<file path="config.mk">
export PLATFORM = sky130hd
export DESIGN_NAME = inst_fetch
export DESIGN_NICKNAME = d
export VERILOG_FILES = /design/src/rtl/inst_fetch_pkg.sv /design/src/rtl/inst_fetch_pc_reg.sv /design/src/rtl/inst_fetch.sv
export SDC_FILE = /design/constraint.sdc
export NUM_CORES = 1
export LEC_CHECK = 0
export CORE_ASPECT_RATIO = 0.75
export CORE_UTILIZATION = 51
export DETAILED_ROUTE_END_ITERATION = 10
export PLACE_DENSITY_LB_ADDON = 0.1
export REMOVE_ABC_BUFFERS = 1
export SYNTH_ARGS = -nofsm -noshare
export SYNTH_HDL_FRONTEND = slang
export SYNTH_SLANG_ARGS = --single-unit
</file>
<file path="constraint.sdc">
create_clock -name i_clk -period 3.55 [get_ports i_clk]
set_input_delay 0.71 -clock i_clk [delete_from_list [all_inputs] [get_ports i_clk]]
set_output_delay 0.71 -clock i_clk [all_outputs]
set_load 0.01 [all_outputs]
</file>
<file path="src/rtl/inst_fetch_pkg.sv">
// Shared fetch-stage definitions: state encodings, reset PC default, instruction width.
package inst_fetch_pkg;

  localparam int unsigned INST_W       = 16;
  localparam logic [15:0] RESET_PC_DEF = 16'h0000;

  localparam logic [1:0] FS_IDLE  = 2'd0;
  localparam logic [1:0] FS_FETCH = 2'd1;
  localparam logic [1:0] FS_ISSUE = 2'd2;

endpackage

</file>
<file path="src/rtl/inst_fetch_pc_reg.sv">
// Program counter register: branch load has priority over increment.
module pc_reg #(
  parameter int unsigned       ADDR_W   = 16,
  parameter logic [ADDR_W-1:0] RESET_PC = '0,
  parameter logic [ADDR_W-1:0] PC_INC   = ADDR_W'(1)
) (
  input  logic              i_clk,
  input  logic              i_rst,
  input  logic              i_load,
  input  logic [ADDR_W-1:0] i_load_addr,
  input  logic              i_inc,
  output logic [ADDR_W-1:0] o_pc
);

  logic [ADDR_W-1:0] r_pc;

  always_ff @(posedge i_clk) begin
    if (i_rst)       r_pc <= RESET_PC;
    else if (i_load) r_pc <= i_load_addr;
    else if (i_inc)  r_pc <= r_pc + PC_INC;
  end

  assign o_pc = r_pc;

endmodule

</file>
<file path="src/rtl/inst_fetch.sv">
// Instruction fetch stage: memory req/ack on one side, valid/stall to the decoder on the other.
module inst_fetch
  import inst_fetch_pkg::*;
#(
  parameter int unsigned       ADDR_W   = 16,
  parameter logic [ADDR_W-1:0] RESET_PC = ADDR_W'(RESET_PC_DEF),
  parameter logic [ADDR_W-1:0] PC_INC   = ADDR_W'(1)
) (
  input  logic              i_clk,
  input  logic              i_rst,
  input  logic              i_en,
  input  logic              i_stall,
  input  logic              i_br_en,
  input  logic [ADDR_W-1:0] i_br_addr,
  output logic              o_mem_req,
  output logic [ADDR_W-1:0] o_mem_addr,
  input  logic              i_mem_ack,
  input  logic [INST_W-1:0] i_mem_data,
  output logic [INST_W-1:0] o_inst,
  output logic [ADDR_W-1:0] o_inst_pc,
  output logic              o_valid,
  output logic              o_busy
);

  logic [1:0]        r_state;
  logic              r_kill;
  logic [1:0]        w_state_nxt;
  logic [ADDR_W-1:0] w_pc;
  logic [ADDR_W-1:0] w_fetch_addr;
  logic              w_ack;
  logic              w_deliver;
  logic              w_release;
  logic              w_start;

  pc_reg #(
    .ADDR_W   (ADDR_W),
    .RESET_PC (RESET_PC),
    .PC_INC   (PC_INC)
  ) u_pc_reg (
    .i_clk       (i_clk),
    .i_rst       (i_rst),
    .i_load      (i_br_en),
    .i_load_addr (i_br_addr),
    .i_inc       (w_deliver),
    .o_pc        (w_pc)
  );

  assign w_ack     = (r_state == FS_FETCH) && i_mem_ack;
  assign w_deliver = w_ack && !r_kill && !i_br_en;
  assign w_release = (r_state == FS_ISSUE) && (i_br_en || !i_stall);
  // A fetch launched on a branch edge must use the target, not the pc being replaced.
  assign w_fetch_addr = i_br_en ? i_br_addr : w_pc;

  always_comb begin
    w_state_nxt = r_state;
    w_start     = 1'b0;
    case (r_state)
      FS_IDLE: begin
        if (i_en && !i_stall) begin
          w_state_nxt = FS_FETCH;
          w_start     = 1'b1;
        end
      end
      FS_FETCH: begin
        if (w_ack) w_state_nxt = w_deliver ? FS_ISSUE : FS_IDLE;
      end
      FS_ISSUE: begin
        if (w_release) begin
          if (i_en) begin
            w_state_nxt = FS_FETCH;
            w_start     = 1'b1;
          end else begin
            w_state_nxt = FS_IDLE;
          end
        end
      end
      default: w_state_nxt = FS_IDLE;
    endcase
  end

  always_ff @(posedge i_clk) begin
    if (i_rst) begin
      r_state    <= FS_IDLE;
      r_kill     <= 1'b0;
      o_mem_req  <= 1'b0;
      o_mem_addr <= RESET_PC;
      o_inst     <= '0;
      o_inst_pc  <= '0;
      o_valid    <= 1'b0;
      o_busy     <= 1'b0;
    end else begin
      r_state <= w_state_nxt;
      o_busy  <= (w_state_nxt != FS_IDLE);

      if (w_start) begin
        o_mem_req  <= 1'b1;
        o_mem_addr <= w_fetch_addr;
      end else if (w_ack) begin
        o_mem_req  <= 1'b0;
      end

      if (w_ack)                                  r_kill <= 1'b0;
      else if ((r_state == FS_FETCH) && i_br_en)  r_kill <= 1'b1;

      if (w_deliver) begin
        o_inst    <= i_mem_data;
        o_inst_pc <= w_pc;
        o_valid   <= 1'b1;
      end else if (w_release) begin
        o_valid   <= 1'b0;
      end
    end
  end

endmodule

</file>
== Word-level counts from Yosys, hierarchy flattened ==
Cells that the tools add are included.
Cells by class
  bitwise operators: 0
  multiplexer cells: 17
  add/sub/neg operators: 1
  reductions and logical operators: 16
  div/mod/pow operators: 0
  shifts and indexed selects: 0
  order comparisons: 0
  $mul: 0
  equal/unequal tests: 2
Operators by type and width (count)
  16-bit 2-to-1 mux: 3
  16-bit by 1-bit adder with 16-bit output, second input constant: 1
  1-bit 2-to-1 mux: 8
  2-bit 2-to-1 mux: 4
  2-bit nonzero test: 4
  1-bit logical AND: 6
  2-bit case mux with 3 select lines: 1
  1-bit zero test: 3
  2-bit by 1-bit == test with 1-bit output, second input constant: 1
  2-bit == test, second input constant: 1
  2-bit zero test: 1
  1-bit case mux with 2 select lines: 1
  2-bit OR reduction: 1
  1-bit logical OR: 1
Word-level totals
  flip-flop bits (word level): 70
  bits in latches: 0
  memory bits (read-only): 0
  memories: 0
  logic and storage cells: 45
  output and inout port bits: 51
  bits of input ports: 38
  bits in writable memories: 0

== Longest topological paths before layout ==
  word-level depth: 8
  depth in mapped cells: 7
  mapped depth without buffers: 5

== By module ==
Synthesis repeated with hierarchy kept, for this count alone.
Unflattened totals
  cells, all modules: 358
  area, all modules: 3538.4 um^2
By module, submodules not included
  inst_fetch: area each 2553.7 um^2, seq. area each 1081.0 um^2, times used 1, cells each 246
  pc_reg: area each 984.7 um^2, seq. area each 320.3 um^2, times used 1, cells each 112

== Worst setup path before layout ==
Ideal clock, no wire load.
  kind: input to register
  from: input port i_rst
  to: register o_mem_req
  required time: 3.422 ns
  library setup time: 0.128 ns
  buffers on the path: 3
  setup slack: 1.827 ns
  data arrival time: 1.595 ns
  stages on the path: 4
  cell sequence: clkbuf_1 clkbuf_1 buf_1 nor2_1
RTL lines
  start: declaration: line inst_fetch.sv:10  | input logic i_rst,
  end signal: assignment: line inst_fetch.sv:85  | o_mem_req <= 1'b0;
  end signal: assignment: line inst_fetch.sv:96  | o_mem_req <= 1'b1;
  end signal: assignment: line inst_fetch.sv:99  | o_mem_req <= 1'b0;
  end: declaration: line inst_fetch.sv:15  | output logic o_mem_req,
No word-level cell between the ends.

== Worst setup path after layout ==
  from: input port i_mem_ack
  to: register u_pc_reg.r_pc[12] (netlist: u_pc_reg.o_pc[12])
On the way
  cells in the longest elaborated chain, start to end: 4
Ends and longest elaborated chain
  start: declaration: line inst_fetch.sv:17  | input logic i_mem_ack,
  1-bit logical AND: line inst_fetch.sv:48  | assign w_ack = (r_state == FS_FETCH) && i_mem_ack;
  1-bit logical AND (2 in a row): line inst_fetch.sv:49  | assign w_deliver = w_ack && !r_kill && !i_br_en;
  2-bit nonzero test (no source line)
  end signal: assignment: line inst_fetch_pc_reg.sv:19  | else if (i_load) r_pc <= i_load_addr;
  end signal: assignment: line inst_fetch_pc_reg.sv:20  | else if (i_inc) r_pc <= r_pc + PC_INC;
  end: declaration: line inst_fetch_pc_reg.sv:15  | logic [ADDR_W-1:0] r_pc;
Every way passes these cells.
A chain may end at the register's enable or synchronous reset.

==> results.sh <==
export IMPL_result_of_the_run="finished clean"
export IMPL_grt_first_pass_wirelength_um=11800
export IMPL_cp_start_kind="input port"
export IMPL_required_ns=3.79
export IMPL_async_flop_share=0
export IMPL_first_global_vias=2529
export IMPL_n_antenna_cell=0
export IMPL_setup_viol_count_final=0
export IMPL_power_switching_w=0.000425
export IMPL_powerDensity_mw_per_mm2=395
export IMPL_die_area_mm2=0.00637
export IMPL_leakagePower_nw=1.54
export IMPL_grt_antenna_before_repair=0
export IMPL_routabilityCongestion=0.784
export IMPL_layout_drive_gt1_share=0.0798
export IMPL_synth_seq_area_share=0.454
export IMPL_antenna_left=0
export IMPL_fin_tns_setup_ns=0
export IMPL_synth_avg_cell_area_um2=8.45
export IMPL_finalWirelength_um=6920
export IMPL_ys_types=38
export IMPL_worstPathArrival_ns=2.58
export IMPL_num_io_pins=89
export IMPL_synthToLayoutAreaGrowth_pct=35.2
export IMPL_route_vias_total=2746
export IMPL_timing_final_hold_violations=0
export IMPL_layout_worst_path_cycle_share=0.659
export IMPL_htreeDepth=3
export IMPL_yosys_register_bits=70
export IMPL_overall_track_demand_over_capacity_in_global_routing=0.234
export IMPL_drtIter0Drc=120
export IMPL_period_needed_ns=2.34
export IMPL_clock_skew_ns=0.00612
export IMPL_total_congestion_overflow=0
export IMPL_port_buffer_count=88
export IMPL_worst_slew_pin_slew_ns=0.453
export IMPL_timing_max_slew_rel_slack=0.698
export IMPL_layout_nets=485
export IMPL_drtPass1Iterations=4
export IMPL_maxCapViolations=0
export IMPL_post_dp_hpwl_um=4700
export IMPL_cp_cell_sequence="clkdlybuf4s50_1, nand4bb_1, buf_4, nor4_4, nor3_1, a2111oi_2"
export IMPL_cts_resized=0
export IMPL_p_comb_frac=0.128
export IMPL_seq_power_share=0.515
export IMPL_post_cts_setup_buffers=0
export IMPL_routedWlPerCell_um=13.1
export IMPL_synth_area_mm2=0.00308
export IMPL_primary_flip_flop_cell_chosen_by_synthesis_mapping="sky130_fd_sc_hd__dfxtp_1"
export IMPL_cts_inserted_buffers=9
export IMPL_synth_area_top_cells="sky130_fd_sc_hd__dfxtp_1 45%, sky130_fd_sc_hd__nand2_1 9.0%, sky130_fd_sc_hd__a21oi_1 7.5%"
export IMPL_netlist_instances=365
export IMPL_cp_max_fo=13
export IMPL_p_int_w=0.00122
export IMPL_grt_max_degree=35
export IMPL_yosys_area_top_type="sky130_fd_sc_hd__dfxtp_1"
export IMPL_clkPwrFrac=0.356
export IMPL_crit_path_top_delay_cell="sky130_fd_sc_hd__clkdlybuf4s50_1"
export IMPL_vias_per_cell=5.19
export IMPL_p_sw_frac=0.258
export IMPL_core_region_area_mm2=0.00583
export IMPL_max_freq_ghz=0.428
export IMPL_cts_root_buf="sky130_fd_sc_hd__clkbuf_8"
export IMPL_clock_insertion_delay_worst_skew_ns=0.34
export IMPL_synthesis_yosys_warnings=0
export IMPL_tritoncts_clock_tree="done"
export IMPL_dieHeight_um=69.3
export IMPL_final_max_slew_viol_count=0
export IMPL_worst_ir_drop_vdd_v=0.000372
export IMPL_row_count=24
export IMPL_synth_top_area_share=0.454
export IMPL_initial_core_util=0.529
export IMPL_clock_sinks=70
export IMPL_worst_setup_hold_path_clk_slew_ns=0.07
export IMPL_utilization_after_layout=0.716
export IMPL_grt_setup_unrepaired="no"
export IMPL_timing_critical_path_to_type="flop"
export IMPL_hold_path_class="reg2reg"
export IMPL_timing_critical_path_slowest_cell_delay_ns=0.53
export IMPL_crit_type="in2reg"
export IMPL_clockBufferDepth=2
export IMPL_drc=0
export IMPL_dieWidth_um=91.8
export IMPL_post_cts_hold_buffer_count=0
export IMPL_synth_edf_count=0
## flip-flops by register name, summed over array words and instances, names as in the netlist
register       count
r_kill             1
o_busy             1
r_state            2
o_inst            16
o_mem_addr        16
o_inst_pc         16
o_mem_req          1
u_pc_reg.o_pc     16
o_valid            1
## path summary, 6_finish.rpt
| check | cells after the start | slack [ns] | startpoint | end |
|---|---|---|---|---|
| max | 6 | 1.21 | i_mem_ack | u_pc_reg.o_pc[12] |
| min reg2reg | 2 | 0.45 | o_inst[10] | o_inst[10] |
| max reg2reg | 5 | 1.67 | r_state[1] | u_pc_reg.o_pc[12] |
| min | 2 | 0.45 | o_inst[10] | o_inst[10] |
## Yosys cell counts, drive strengths merged, types with 2 or more instances
| cell | count |
|---|---|
| xor2 | 7 |
| dfxtp | 70 |
| a21oi | 48 |
| nand4 | 2 |
| buf | 15 |
| nor2 | 26 |
| nand2b | 5 |
| xnor2 | 4 |
| nor4 | 8 |
| nor2b | 5 |
| mux2i | 18 |
| a311oi | 3 |
| inv | 15 |
| o21a | 11 |
| nand3 | 4 |
| clkbuf | 11 |
| nor3 | 11 |
| o21ai | 2 |
| a211oi | 14 |
| nand2 | 74 |
| o311a | 2 |
## final cells by class
cell class	instances	area (um^2)
clock inverter	5	33.8
inverter	15	56.3
clock buffer	11	151
sequential	70	1400
fill	459	1660
multi-input combinational	254	1500
tap	78	97.6
timing repair buffer	96	931
## cells by family after synthesis
group | Yosys count | share of synthesized area
AND/OR/NAND/NOR | 140 | 0.221
AO/OA/AOI/OAI | 84 | 0.172
flip-flops | 70 | 0.454
buffers and inverters | 41 | 0.0596
multiplexers | 18 | 0.0584
XOR/XNOR | 11 | 0.0312
adder cells (fa/ha/maj) | 1 | 0.00406
## layer usage
metal / track usage / wire (um)
met1: 0.313 / 3390
met2: 0.371 / 3110
met3: 0.0735 / 380
met4: 0.0538 / 39
met5: 0 / 0
## power groups by stage
stage	Sequential [W]	Combinational (W)	Clock, W
global placement	0.000865	0.000207	0
floorplan	0.000869	0.0000819	0
CTS	0.000848	0.000213	0.000605
detailed placement	0.000866	0.000212	0
global route	0.000853	0.000233	0.000643
finish	0.000849	0.000211	0.000587
## placed cells by master (no fill, tap or decap), types with 2 or more instances in the layout
| cell | synthesis | routed |
|---|---|---|
| sky130_fd_sc_hd__o311a_1 | 2 | 2 |
| sky130_fd_sc_hd__xor2_1 | 7 | 7 |
| sky130_fd_sc_hd__clkbuf_8 | 0 | 11 |
| sky130_fd_sc_hd__buf_2 | 12 | 2 |
| sky130_fd_sc_hd__nor3_1 | 11 | 11 |
| sky130_fd_sc_hd__clkinv_2 | 0 | 2 |
| sky130_fd_sc_hd__nand3_1 | 4 | 4 |
| sky130_fd_sc_hd__xnor2_1 | 4 | 4 |
| sky130_fd_sc_hd__a21oi_1 | 46 | 46 |
| sky130_fd_sc_hd__o21ai_0 | 2 | 2 |
| sky130_fd_sc_hd__dfxtp_1 | 70 | 70 |
| sky130_fd_sc_hd__nor4_1 | 4 | 4 |
| sky130_fd_sc_hd__inv_1 | 15 | 15 |
| sky130_fd_sc_hd__buf_4 | 0 | 8 |
| sky130_fd_sc_hd__nor2_1 | 25 | 25 |
| sky130_fd_sc_hd__a211oi_1 | 14 | 14 |
| sky130_fd_sc_hd__mux2i_1 | 18 | 18 |
| sky130_fd_sc_hd__a21oi_2 | 2 | 2 |
| sky130_fd_sc_hd__nor4_2 | 2 | 2 |
| sky130_fd_sc_hd__nor2b_1 | 5 | 5 |
| sky130_fd_sc_hd__clkinvlp_4 | 0 | 2 |
| sky130_fd_sc_hd__o21a_1 | 11 | 11 |
| sky130_fd_sc_hd__nand2b_1 | 5 | 5 |
| sky130_fd_sc_hd__a311oi_1 | 3 | 3 |
| sky130_fd_sc_hd__nand2_1 | 74 | 74 |
| sky130_fd_sc_hd__nor4_4 | 2 | 2 |
| sky130_fd_sc_hd__clkdlybuf4s50_1 | 0 | 86 |
## critical path: cells and delay by family
kind            cells  cell delay, ns
compound gates      1            0.27
buf+inv             2            0.85
simple gates        3            0.74
## stage by stage
| stage | hold WS (ns) | cells | instance area [um^2] | total power [W] | worst slack (ns) |
|---|---|---|---|---|---|
| after floorplan | 0.452 | 339 | 2960 | 0.000951 | 1.10 |
| after global placement | 0.441 | 513 | 3990 | 0.00107 | 0.917 |
| after detailed placement | 0.446 | 513 | 3990 | 0.00108 | 0.878 |
| after CTS | 0.456 | 529 | 4170 | 0.00167 | 1.23 |
| after global routing | 0.480 | 529 | 4170 | 0.00173 | 1.07 |
| final | 0.454 | 529 | 4170 | 0.00165 | 1.21 |
Note: power is estimated with default switching activity, not from simulation.
==> edit (same flow settings) <==
`ADDR_W` is set to 16 in 2 places; all go to 18.
--- a/src/rtl/inst_fetch_pc_reg.sv
+++ b/src/rtl/inst_fetch_pc_reg.sv
@@ -1,5 +1,5 @@
 // Program counter register: branch load has priority over increment.
 module pc_reg #(
-  parameter int unsigned       ADDR_W   = 16,
+  parameter int unsigned       ADDR_W   = 18,
   parameter logic [ADDR_W-1:0] RESET_PC = '0,
   parameter logic [ADDR_W-1:0] PC_INC   = ADDR_W'(1)
--- a/src/rtl/inst_fetch.sv
+++ b/src/rtl/inst_fetch.sv
@@ -3,5 +3,5 @@
   import inst_fetch_pkg::*;
 #(
-  parameter int unsigned       ADDR_W   = 16,
+  parameter int unsigned       ADDR_W   = 18,
   parameter logic [ADDR_W-1:0] RESET_PC = ADDR_W'(RESET_PC_DEF),
   parameter logic [ADDR_W-1:0] PC_INC   = ADDR_W'(1)
Ports: changed (resized i_br_addr, o_inst_pc and o_mem_addr); port bits go from 89 to 95. The function was not compared with the original's and may differ.
==> edit against the original RTL <==
Sequential cell count is 6 higher. Final area is 5.6% higher. Combinational power is 5% higher. Synthesized cell count is 5.8% higher. Synthesized area is 4.2% higher. Power is 12% higher. Clock power is 19% higher. Setup slack worse by 0.13 ns. Wire length is 11% higher. Largest power group unchanged.
==> edit: results (changes against the original RTL) <==
power_and_ir_drop:
  p_leak_nw: 1.533  # was 1.541 nW
  max-vdd-ir-drop_mv: 0.2933  # was 0.3717 mV
run_status:
  status: "finished, final reports clean"  # unchanged
logic_synthesis:
  ys_seq_area_share_pct: 47.33  # was 45.44%
  synth_cell_types: 42  # was 38
  ys_top_cells_by_count: "89 x nand2_1, 76 x dfxtp_1, 43 x a21oi_1, 34 x nor2_1, 20 x clkbuf_1"  # was 74 x nand2_1, 70 x dfxtp_1, 46 x a21oi_1, 25 x nor2_1, 18 x mux2i_1
  synth.area.top_cells: "dfxtp_1 47%, nand2_1 10%, a21oi_1 6.7%"  # was dfxtp_1 45%, nand2_1 9.0%, a21oi_1 7.5%
worst_setup_path:
  worstPathArrival_ns: 2.73  # was 2.58 ns
  crit_end: "u_pc_reg.o_pc[14]"  # was u_pc_reg.o_pc[12]
  rrSetupSlack_ns: 1.52  # was 1.67 ns
  cp_max_fo: 10  # was 13
  cp_top_family: "simple AND/OR/NAND/NOR gates"  # was buffers and inverters
  ff2ff_path_depth: 4  # was 5
drt:
  route.vias.total: 2999  # was 2746
  dr.pass1.iters: 4  # unchanged
  drt_iter0_drc: 180  # was 120
  routed_wl_mm: 7.670  # was 6.915 mm
global_route:
  grt_pass1_wl_mm: 12.81  # was 11.79 mm
  grt_start_max_net_pins: 52  # was 35
  grt_pass1_vias: 2683  # was 2529
timing:
  maxSlewHeadroom_pct: 40.37  # was 69.80%
  fin_skew_ns: 0.008616  # was 0.006122 ns
placement:
  hpwl_mm: 5.111  # was 4.701 mm
  place.gp.congestion: 0.7606  # was 0.7842
  port_buffers: 94  # was 88
final_layout:
  drive_above_1_share_pct: 5.907  # was 7.982%
  fin_nets: 511  # was 485
## edit: power breakdown
part           switching (mW)  leakage [nW]  internal (mW)
sequential             0.0365         0.621          0.890
combinational           0.101         0.809          0.120
clock                   0.306         0.102          0.390
total                   0.443          1.53           1.40
## edit: per-stage QoR
stage	hold slack (ns)	area (µm²)	std cells	worst slack [ns]	utilization, %
finish	0.4578	4402	552	1.077	74.03
global route	0.4824	4402	552	0.9345	74.03
CTS	0.4572	4402	552	1.101	74.03
detailed placement	0.4473	4197	537	0.7384	70.58
global placement	0.4414	4197	537	0.7798	70.58
floorplan	0.4558	3094	358	0.9789	-
## edit: layout make-up
class / count / area (µm²)
Tap cell: 78 / 97.59
Timing Repair Buffer: 101 / 1001
Sequential cell: 76 / 1521
Inverter: 4 / 15.01
Multi-Input combinational cell: 278 / 1562
Clock buffer: 10 / 127.6
Fill cell: 469 / 1544
Clock inverter: 5 / 77.57
## edit: how the worst min path moves through the flow
stage | startpoint | to | slack [ns] | cells past startpoint
3_3_place_gp | o_inst[12] | o_inst[12] | 0.44 | 2
6_report | o_inst[11] | o_inst[11] | 0.46 | 2
3_5_place_dp | o_inst_pc[17] | o_inst_pc[17] | 0.45 | 2
4_1_cts | o_inst_pc[17] | o_inst_pc[17] | 0.46 | 2
5_1_grt | o_inst[12] | o_inst[12] | 0.48 | 2
2_1_floorplan | u_pc_reg.o_pc[14] | o_inst_pc[14] | 0.46 | 2
## edit: cells by family after synthesis
family | share of synthesized area (%)
compound gates | 18.22
simple gates | 23.59
buf+inv | 4.204
mux | 4.360
xor+xnor | 1.907
flops | 47.33
fa+ha+maj | 0.3892
## edit: layer usage
metal / global-route usage [%] / share of wire [%]
met4: 6.496 / 0.94
met5: 0 / 0
met1: 34.01 / 48
met3: 6.344 / 5.7
met2: 38.07 / 46
## edit: worst register-to-register path, delay by kind of cell (launching register included)
family,cells,cell delay [ns]
flops,1,0.37
compound gates,1,0.25
simple gates,3,1.32
